$ cat src/rtl/irq_latch_arbiter.sv
// irq_latch_arbiter
// Latches interrupt request events into a pending vector and presents one
// enabled source at a time through a valid/ready handshake. Sources are
// ranked by index, so bit 7 wins over every other source.
//
// Build option: define IRQ_LATCH_ARBITER_EDGE_DETECT_EN for rising-edge
// request detection. Without it, request lines are level-sensitive.
module irq_latch_arbiter (
  input  logic       clk,
  input  logic       reset,
  input  logic [7:0] req,
  input  logic [7:0] mask,
  input  logic       ready,
  output logic       valid,
  output logic [2:0] Y,
  output logic [7:0] pending,
  output logic       NONE
);

  localparam int DATA_W = 8;

  typedef enum logic {
    IDLE    = 1'b0,
    PRESENT = 1'b1
  } state_t;

  state_t            state;
  logic [DATA_W-1:0] ev;
  logic [DATA_W-1:0] clr;
  logic [DATA_W-1:0] active;

  // Index of the highest set bit. Only called when at least one bit is set.
  function automatic logic [2:0] top_index(input logic [DATA_W-1:0] v);
    logic [2:0] idx;
    idx = 3'd0;
    for (int i = 0; i < DATA_W; i++) begin
      if (v[i]) idx = 3'(i);
    end
    return idx;
  endfunction

  assign active = pending & mask;
  assign NONE   = ~|active;

`ifdef IRQ_LATCH_ARBITER_EDGE_DETECT_EN
  logic [DATA_W-1:0] req_q;
  logic [DATA_W-1:0] ev_p1;

  // req_q follows req even while reset is held, so a line that stays high
  // across reset is seen as already high and yields no event afterwards.
  always_ff @(posedge clk) begin
    req_q <= req;
  end

  // Registered rising-edge events; this stage is the edge-detect history
  // and is cleared by reset.
  always_ff @(posedge clk) begin
    if (reset) ev_p1 <= '0;
    else       ev_p1 <= req & ~req_q;
  end

  assign ev = ev_p1;
`else
  assign ev = req;
`endif

  // Accepted grant clears its own pending bit; nothing is cleared otherwise.
  always_comb begin
    clr = '0;
    if (valid && ready) clr[Y] = 1'b1;
  end

  // Pending latch: a new event on the same edge as its clear keeps the bit set.
  always_ff @(posedge clk) begin
    if (reset) pending <= '0;
    else       pending <= (pending & ~clr) | ev;
  end

  // Grant FSM: arbitrate from registered pending in IDLE, hold in PRESENT
  // until the consumer takes the id, then drop valid for at least one cycle.
  always_ff @(posedge clk) begin
    if (reset) begin
      state <= IDLE;
      valid <= 1'b0;
      Y     <= 3'd0;
    end else begin
      case (state)
        IDLE: begin
          if (|active) begin
            Y     <= top_index(active);
            valid <= 1'b1;
            state <= PRESENT;
          end
        end
        PRESENT: begin
          if (ready) begin
            valid <= 1'b0;
            state <= IDLE;
          end
        end
        default: begin
          valid <= 1'b0;
          state <= IDLE;
        end
      endcase
    end
  end

endmodule

$ cat config.mk
export PLATFORM = sky130hd
export DESIGN_NAME = irq_latch_arbiter
export DESIGN_NICKNAME = d
export VERILOG_FILES = /design/src/rtl/irq_latch_arbiter.sv
export SDC_FILE = /design/constraint.sdc
export NUM_CORES = 1
export LEC_CHECK = 0
export ABC_AREA = 1
export CAP_MARGIN = 20
export CORE_AREA = 2 2 43 45
export CTS_CLUSTER_DIAMETER = 60
export CTS_CLUSTER_SIZE = 20
export DETAILED_ROUTE_END_ITERATION = 16
export DIE_AREA = 0 0 45 47
export PLACE_DENSITY_LB_ADDON = 0.05
export SETUP_SLACK_MARGIN = 0.5
export SYNTH_ARGS = -nofsm -noshare
export SYNTH_HDL_FRONTEND = slang
export SYNTH_SLANG_ARGS = --single-unit
export TNS_END_PERCENT = 1
$ cat constraint.sdc
create_clock -name clk -period 2.6 [get_ports clk]
set_clock_uncertainty 0.05 [all_clocks]
set_input_delay 0.26 -clock clk [delete_from_list [all_inputs] [get_ports clk]]
set_output_delay 0.26 -clock clk [all_outputs]
set_load 0.03 [all_outputs]
==> flow_summary.toml, run 1 <==
[layout]
diodes = 0
fin_cells = 143
final_area_um2 = 1010
mostFrequentLayoutCell = "clkdlybuf4s50_1"
area_growth_syn_to_layout_pct = 55.2
final_cell_mix = "clkdlybuf4s50_1, nand2_1, inv_1"
fin_util = 0.609
multi_input_area_um2 = 317
regArea_um2 = 260
finalNetCount = 146
fillCellCount = 169
drive_gt1_frac = 0.151

[die]
initial_core_util = 0.392
die-area_um2 = 2120
die_w_um = 45
core-area_um2 = 1650
rows = 15
die_h_um = 47
io_pins = 32

[clock_network]
clock_sinks = 13
clock_path_buffers = 2
postCtsSetupBuffers = 0
h-tree-depth = 1
cts_tree = "built"
clk_latency_ns = 0.28
cts_root_buffer = "clkbuf_4"
cts_buffers = 3
clk_pin_slew_ns = 0.08

[place]
post_dp_cell_area_um2 = 976
dp_hpwl_mm = 1.22
gp_congestion = 0.800
post-place-cells = 139
portBuffers = 31

[worst_setup_path]
crit_type = "reg2out"
crit_family = "buffers and inverters"
max_stage_delay_ns = 0.70
crit_chain = "clkdlybuf4s50_1"
crit_arrival_ns = 1.41
critPathSlowestCell = "clkdlybuf4s50_1"
worst_setup_path_start_kind = "register"
path_buf_inv = 1
worstPathRequired_ns = 2.29
worstSetupEndpointType = "output port"
crit_fanout = 5

[synth]
synth_top_family_by_area = "simple AND/OR/NAND/NOR gates"
synth_cells = 92
syn-num-nets = 111
synth-xor-area-share = 0
synth_top_cell_area_share = 0.402
ys_seq_area_frac = 0.402
synth_fa_ha_area_frac = 0
synth-compound-area-share = 0.189
synth_top_area_cell = "dfxtp_1"
synth_cell_type_count = 17
synthSimpleGateAreaFrac = 0.299
synth_warnings = 0
synthMuxAreaShare = 0
syn_area_per_cell_um2 = 7.04
synthTopCellsByArea = "dfxtp_1, nand2_1, inv_1, nand2_2, a21oi_1"
ys_seq_elements = 13
syn_area_um2 = 648

[pwr]
p_leak_nw = 0.493
p_per_area_nw_per_um2 = 544
vdd_drop_max_v = 0.000310

[route]
routed.top_layer = "met4"
ant_nets = 0
drt_iter0_drc = 4
met2_length_um = 754
wirelength_mm = 1.51
vias = 679
wl_met1_um = 642
drc = 0
wl_per_cell_um = 10.6
wl_met3_um = 93
viasPerCell = 4.75
first_pass_iters = 4

[global_routing]
track_usage = 0.160
grt_pass1_wl_mm = 2.42
grt_pass1_vias = 591
grt_max_degree = 12
antenna_found_initial = 0
overflow = 0

[sta]
fmax_ghz = 0.581
finalSetupViolCount = 0
grt_setup_unrepaired = "no"
tightest_slew_ns = 0.455
finalSetupTns_ns = 0
max_slew_margin = 0.696
slew_violations = 0
hold_viol = 0
fin_crit_ns = 1.72
post-route-period-util = 0.662

[min_path]
min_path_type = "reg2reg"

[run]
maxCapViolCount = 0

[status]
status = "completed"
==> layout make-up <==
class / count / area share
multi-input combinational: 60 / 0.315
clock buffer: 3 / 0.0224
sequential: 13 / 0.259
timing repair buffer: 31 / 0.311
tap: 17 / 0.0211
inverter: 18 / 0.0672
clock inverter: 1 / 0.00498
==> stage by stage <==
step	total power (W)	hold slack (ns)	setup WS (ns)
floorplan	0.000347	0.344	1.36
global route	0.000579	0.472	0.839
finish	0.000547	0.442	0.879
CTS	0.000554	0.451	0.545
detailed placement	0.000427	0.439	0.546
global placement	0.000425	0.425	0.552
==> path summary, 6_finish.rpt <==
path	from	to	slack [ns]	cells past startpoint
setup reg to reg	pending[5]	state	1.50	6
hold / removal	pending[1]	pending[1]	0.44	2
hold reg to reg	pending[1]	pending[1]	0.44	2
setup / recovery	Y[2]	Y[2]	0.88	1
==> cell usage after synthesis, drive strengths merged <==
master  instances
o211ai          1
nor2            7
clkbuf          1
o21ai           9
dfxtp          13
inv            18
a21oi          10
a31o            1
nand2          30
nand3           1
a22oi           1
==> cells by family after synthesis <==
group | after synthesis
and+or+nand+nor | 38
AOI/OAI and AO/OA | 22
buffers and inverters | 19
DFF | 13
==> registers in the layout (all words and copies together), names as in the netlist <==
name / count
pending: 8
valid: 1
state: 1
Y: 3
==> tightest hold or removal path, delay by kind of cell (launching register included) <==
kind | cells | cell delay [ns]
AO/OA/AOI/OAI | 2 | 0.13
flip-flops | 1 | 0.33
==> power breakdown <==
| part | leakage, nW | switching (W) | internal (W) |
|---|---|---|---|
| clock | 0.0177 | 0.0000692 | 0.0000570 |
| sequential | 0.109 | 0.0000168 | 0.000218 |
| combinational | 0.366 | 0.000101 | 0.0000847 |
| total | 0.493 | 0.000187 | 0.000360 |
==> repair_timing <==
action | in CTS | in global routing
endpoints found under the setup margin | 0 | 1
hold buffers | 0 | 0
resized for setup | 0 | 1
==> metal layers <==
layer,vias to the layer above,global-route usage
met2,27,0.269
met4,0,0.0706
li1,352,-
met3,4,0.0346
met5,-,0
met1,296,0.197
(Power assumes the default switching activity.)
==> run 2, diff against run 1 <==
CORE_AREA = 2 2 45 47   (was 2 2 43 45)
DIE_AREA = 0 0 47 49   (was 0 0 45 47)
clock period = 1.6 ns   (was 2.6 ns; I/O delays follow)
==> run 2 against run 1 <==
Setup slack worse by 0.58 ns. Clock power up 64%. Core utilization down 2.2 points. Largest cell class is now buffers.
==> flow_summary.toml, run 2 (synthesis gave the netlist of run 1 again) <==
[die]
rows = 16
die_w_um = 47
core-area_um2 = 1840
io_pins = 32
die_h_um = 49
initial_core_util = 0.352
die-area_um2 = 2300

[pwr]
p_leak_nw = 0.547
vdd_drop_max_v = 0.000482
p_per_area_nw_per_um2 = 836
power.total_w = 0.000904

[worst_setup_path]
critPathSlowestCell = "clkdlybuf4s50_1"
max_stage_delay_ns = 0.45
crit_family = "buffers and inverters"
crit_chain = "clkdlybuf4s50_1 -> nand2_4 -> nand2_4 -> nor2_4 -> nand2_4 -> inv_2 -> buf_6"
worstPathRequired_ns = 1.39
worstSetupEndpointType = "output port"
crit_fanout = 2
path_buf_inv = 3
cp_common_cell = "nand2_4"
crit_arrival_ns = 1.09
worst_setup_path_start_kind = "input port"
crit_type = "in2out"

[sta]
tightest_slew_ns = 0.307
slew_violations = 0
finalSetupViolCount = 0
grt_setup_unrepaired = "yes"
fin_crit_ns = 1.30
max_slew_margin = 0.796
post-route-period-util = 0.814
finalSetupTns_ns = 0
hold_viol = 0
whs_ns = 0.360
fmax_ghz = 0.768

[clock_network]
cts_root_buffer = "clkbuf_4"
clock_path_buffers = 2
h-tree-depth = 1
cts_buffers = 3
clk_latency_ns = 0.27
cts_tree = "built"
clk_pin_slew_ns = 0.08
clock_sinks = 13

[global_routing]
grt_pass1_vias = 640
antenna_found_initial = 0
use_met3 = 0.0333
overflow = 0
use_met2 = 0.253
use_met1 = 0.196
track_usage = 0.154
top_usage_layer = "met2"
grt_max_degree = 11
grt_pass1_wl_mm = 2.59

[place]
portBuffers = 31
post_dp_cell_area_um2 = 1000
dp_hpwl_mm = 1.25
gp_congestion = 0.743

[route]
drt_iter0_drc = 3
wirelength_mm = 1.69
first_pass_iters = 4
drc = 0
wl_per_cell_um = 10.6
viasPerCell = 4.58
ant_nets = 0
vias = 729

[layout]
mostFrequentLayoutCell = "clkdlybuf4s50_1"
final_area_um2 = 1080
regMostFlops = "pending"
regArea_um2 = 270
area_growth_syn_to_layout_pct = 66.8
multi_input_area_um2 = 339
final_cell_mix = "clkdlybuf4s50_1, inv_1, nand2_1"
diodes = 0
reg.largest.list = "pending x8, Y x3"
drive_gt1_frac = 0.295
fillCellCount = 197
largest_reg_flops = 8
finalNetCount = 152

[min_path]
min_path_type = "in2reg"

[status]
status = "completed"

[run]
maxCapViolCount = 0
## run 2: changes by cell type in the layout (fill, tap and decap cells not counted), moves of 2 or more
cell             before  now
clkdlybuf4s50_1      30   18
dlygate4sd2_1         0   11
dfxtp_1              13    5
dfxtp_2               0    8
buf_4                 0    6
nand2_1              20   15
nand2_2               8   11
nand2_4               2    4
## run 2: repair_timing
action	CTS	global route
endpoints found under the setup margin	13	23
pin swaps	10	0
setup buffers	5	0
hold buffers	0	0
resized for setup	21	1
## run 2: worst paths after layout
check                  start         end  slack [ns]  depth (start not counted)
setup / recovery     mask[6]        NONE        0.30                          7
setup reg to reg  pending[7]       state        0.44                          7
hold / removal        req[6]  pending[6]        0.36                          3
hold reg to reg   pending[1]  pending[1]        0.44                          2
## run 2: power by group
group | total, W | internal, W | switching [W]
logic | 0.000313 | 0.000137 | 0.000176
clock network | 0.000207 | 0.0000966 | 0.000110
registers | 0.000384 | 0.000358 | 0.0000265
## run 2: final cells by class
type                    count  share of cell area
clock buffers               4              0.0243
repair buffers             37               0.318
multi-input cells          60               0.314
well taps                  27              0.0312
flip-flops and latches     13               0.250
inverters                  18              0.0625
## run 2: worst register-to-register path, delay by kind of cell, from the launching register on
| family | cells | cell delay [ns] |
|---|---|---|
| DFF | 1 | 0.34 |
| and+or+nand+nor | 4 | 0.31 |
| buffers and inverters | 2 | 0.21 |
| AOI/OAI and AO/OA | 1 | 0.15 |
## run 2: per-layer routing
layer / vias up / part of all wire / routed length, um
met2: 25 / 0.52 / 871
met4: 0 / 0.0071 / 12
met5: - / 0 / 0
li1: 366 / - / -
met1: 334 / 0.43 / 726
met3: 4 / 0.044 / 74
## run 2: stage by stage
| step | utilization | std cells | setup WS, ns |
|---|---|---|---|
| final | 0.587 | 159 | 0.298 |
| after global placement | 0.545 | 150 | 0.251 |
| after global routing | 0.587 | 159 | 0.252 |
| after CTS | 0.584 | 159 | 0.293 |
| after detailed placement | 0.545 | 150 | 0.257 |
| after floorplan | - | 92 | 0.485 |
==> run 3, diff against run 2 <==
clock period = 1.3 ns   (was 1.6 ns; I/O delays follow)
==> run 3 against run 2 <==
Count of clock-buffer cells in the layout unchanged. Design area up 16%. Core utilization up 9.6 points. Hold slack worse by 0.039 ns. Global-route usage up 2.2 points. Clock power up 27%. Setup slack worse by 0.30 ns. Routed wire length up 3.8%. Non-clock buffer count up 3. Largest cell class is now multi-input combinational cells.
==> flow_summary.toml, run 3 (synthesis gave the netlist of run 1 again) <==
[status]
status = "completed"

[die]
die_w_um = 47
initial_core_util = 0.352
rows = 16
core-area_um2 = 1840
die-area_um2 = 2300
die_h_um = 49
io_pins = 32

[clock_network]
cts_root_buffer = "clkbuf_4"
clk_latency_ns = 0.28
cts_buffers = 3
cts_tree = "built"
h-tree-depth = 1
clock_path_buffers = 2
clk_pin_slew_ns = 0.08
clock_sinks = 13

[global_routing]
grt_pass1_wl_mm = 2.88
grt_max_degree = 8
track_usage = 0.176
antenna_found_initial = 0
grt_pass1_vias = 686
overflow = 0

[route]
wirelength_mm = 1.75
vias = 704
drc = 0
ant_nets = 0
wl_per_cell_um = 10.8
viasPerCell = 4.35
first_pass_iters = 4
drt_iter0_drc = 7

[worst_setup_path]
critPathSlowestCell = "dfxtp_4"
r2r-end = "state"
path_buf_inv = 2
cp_common_cell = "nand2_4"
rrSetupSlack_ns = 0.11
crit_chain = "nand2_4 -> nand2_4 -> nor2_4 -> nand2_4 -> inv_2 -> buf_6"
worstPathRequired_ns = 1.12
max_stage_delay_ns = 0.37
crit_fanout = 3
worstSetupEndpointType = "output port"
crit_arrival_ns = 1.12
crit_family = "flip-flops"
reg2reg_depth = 7
crit_type = "reg2out"
worst_setup_path_start_kind = "register"
r2r_start = "pending[5]"

[min_path]
hold_start = "req[5]"
min_path_type = "in2reg"
holdPathStages = 3
hold_end = "pending[5]"

[layout]
mostFrequentLayoutCell = "clkdlybuf4s50_1"
final_area_um2 = 1260
regMostFlops = "pending"
drive_gt1_frac = 0.526
fillCellCount = 169
largest_reg_flops = 8
area_growth_syn_to_layout_pct = 94.0
diodes = 0
finalNetCount = 155
reg.largest.list = "pending x8, Y x3"
final_cell_mix = "clkdlybuf4s50_1, nand2_4, inv_1"

[place]
post_dp_cell_area_um2 = 1070
portBuffers = 31
dp_hpwl_mm = 1.26
gp_congestion = 0.770

[pwr]
p_leak_nw = 0.629
p_clk_frac = 0.215
power_switching_w = 0.000437
p_comb_frac = 0.391
p_seq_frac = 0.394
p_per_area_nw_per_um2 = 972
vdd_drop_max_v = 0.000675
netSwitchingFraction = 0.358
p_int_w = 0.000785
power.total_w = 0.00122

[sta]
slew_violations = 0
fmax_ghz = 0.771
finalSetupViolCount = 0
whs_ns = 0.321
tightest_slew_ns = 0.296
post-route-period-util = 0.998
hold_viol = 0
fin_crit_ns = 1.30
max_slew_margin = 0.804
grt_setup_unrepaired = "yes"

[run]
maxCapViolCount = 0
-- run 3: stage by stage --
stage | TNS (ns) | worst slack (ns) | utilization | cells
detailed placement | -0.0728 | -0.0218 | 0.580 | 153
global placement | -0.0964 | -0.0415 | 0.580 | 153
finish | 0 | 0.00283 | 0.683 | 162
floorplan | 0 | 0.252 | - | 92
global route | -0.0523 | -0.0523 | 0.683 | 162
CTS | 0 | 0.000210 | 0.617 | 160
-- run 3: how the worst max path moves through the flow --
| stage | start | to | slack (ns) | cells past startpoint |
|---|---|---|---|---|
| finish | pending[5] | NONE | 0.003 | 6 |
| global placement | mask[5] | state | -0.04 | 7 |
| floorplan | pending[5] | state | 0.25 | 6 |
| detailed placement | ready | pending[5] | -0.02 | 6 |
| global route | pending[5] | NONE | -0.05 | 6 |
| CTS | pending[2] | NONE | 0.0002 | 6 |
-- run 3: worst register-to-register path, cell delays in order (launching register included) --
cell	delay, ns
dfxtp_4	0.37
nand2_4	0.08
nand2_4	0.06
nor2_4	0.11
nand2_4	0.05
buf_4	0.15
o211ai_1	0.17
inv_1	0.05
-- run 3: power by group through the flow --
| stage | sequential, W | clock (W) | combinational (W) |
|---|---|---|---|
| after floorplan | 0.000544 | 0 | 0.000156 |
| after global placement | 0.000471 | 0 | 0.000401 |
| after detailed placement | 0.000472 | 0 | 0.000403 |
| after CTS | 0.000464 | 0.000271 | 0.000406 |
| after global routing | 0.000488 | 0.000296 | 0.000516 |
| final | 0.000482 | 0.000263 | 0.000477 |
-- run 3: layer usage --
layer / wire length [um] / track usage
met3: 87 / 0.0407
met1: 747 / 0.224
met5: 0 / 0
met2: 861 / 0.253
met4: 53 / 0.120
-- run 3: layout make-up --
type | instances | area, um^2 | share of cell area
Clock buffer | 4 | 26.3 | 0.0209
Inverter | 18 | 70.1 | 0.0557
Multi-Input combinational cell | 60 | 438 | 0.348
Sequential cell | 13 | 298 | 0.237
Tap cell | 27 | 33.8 | 0.0269
Timing Repair Buffer | 40 | 392 | 0.311
-- run 3: repair_timing --
action / CTS / global route
setup buffers: 3 / 2
pin swaps: 9 / 18
gates resized for setup: 19 / 97
hold buffers: 0 / 0
endpoints found under the setup margin: 26 / 26
hold endpoints to repair: 0 / 0
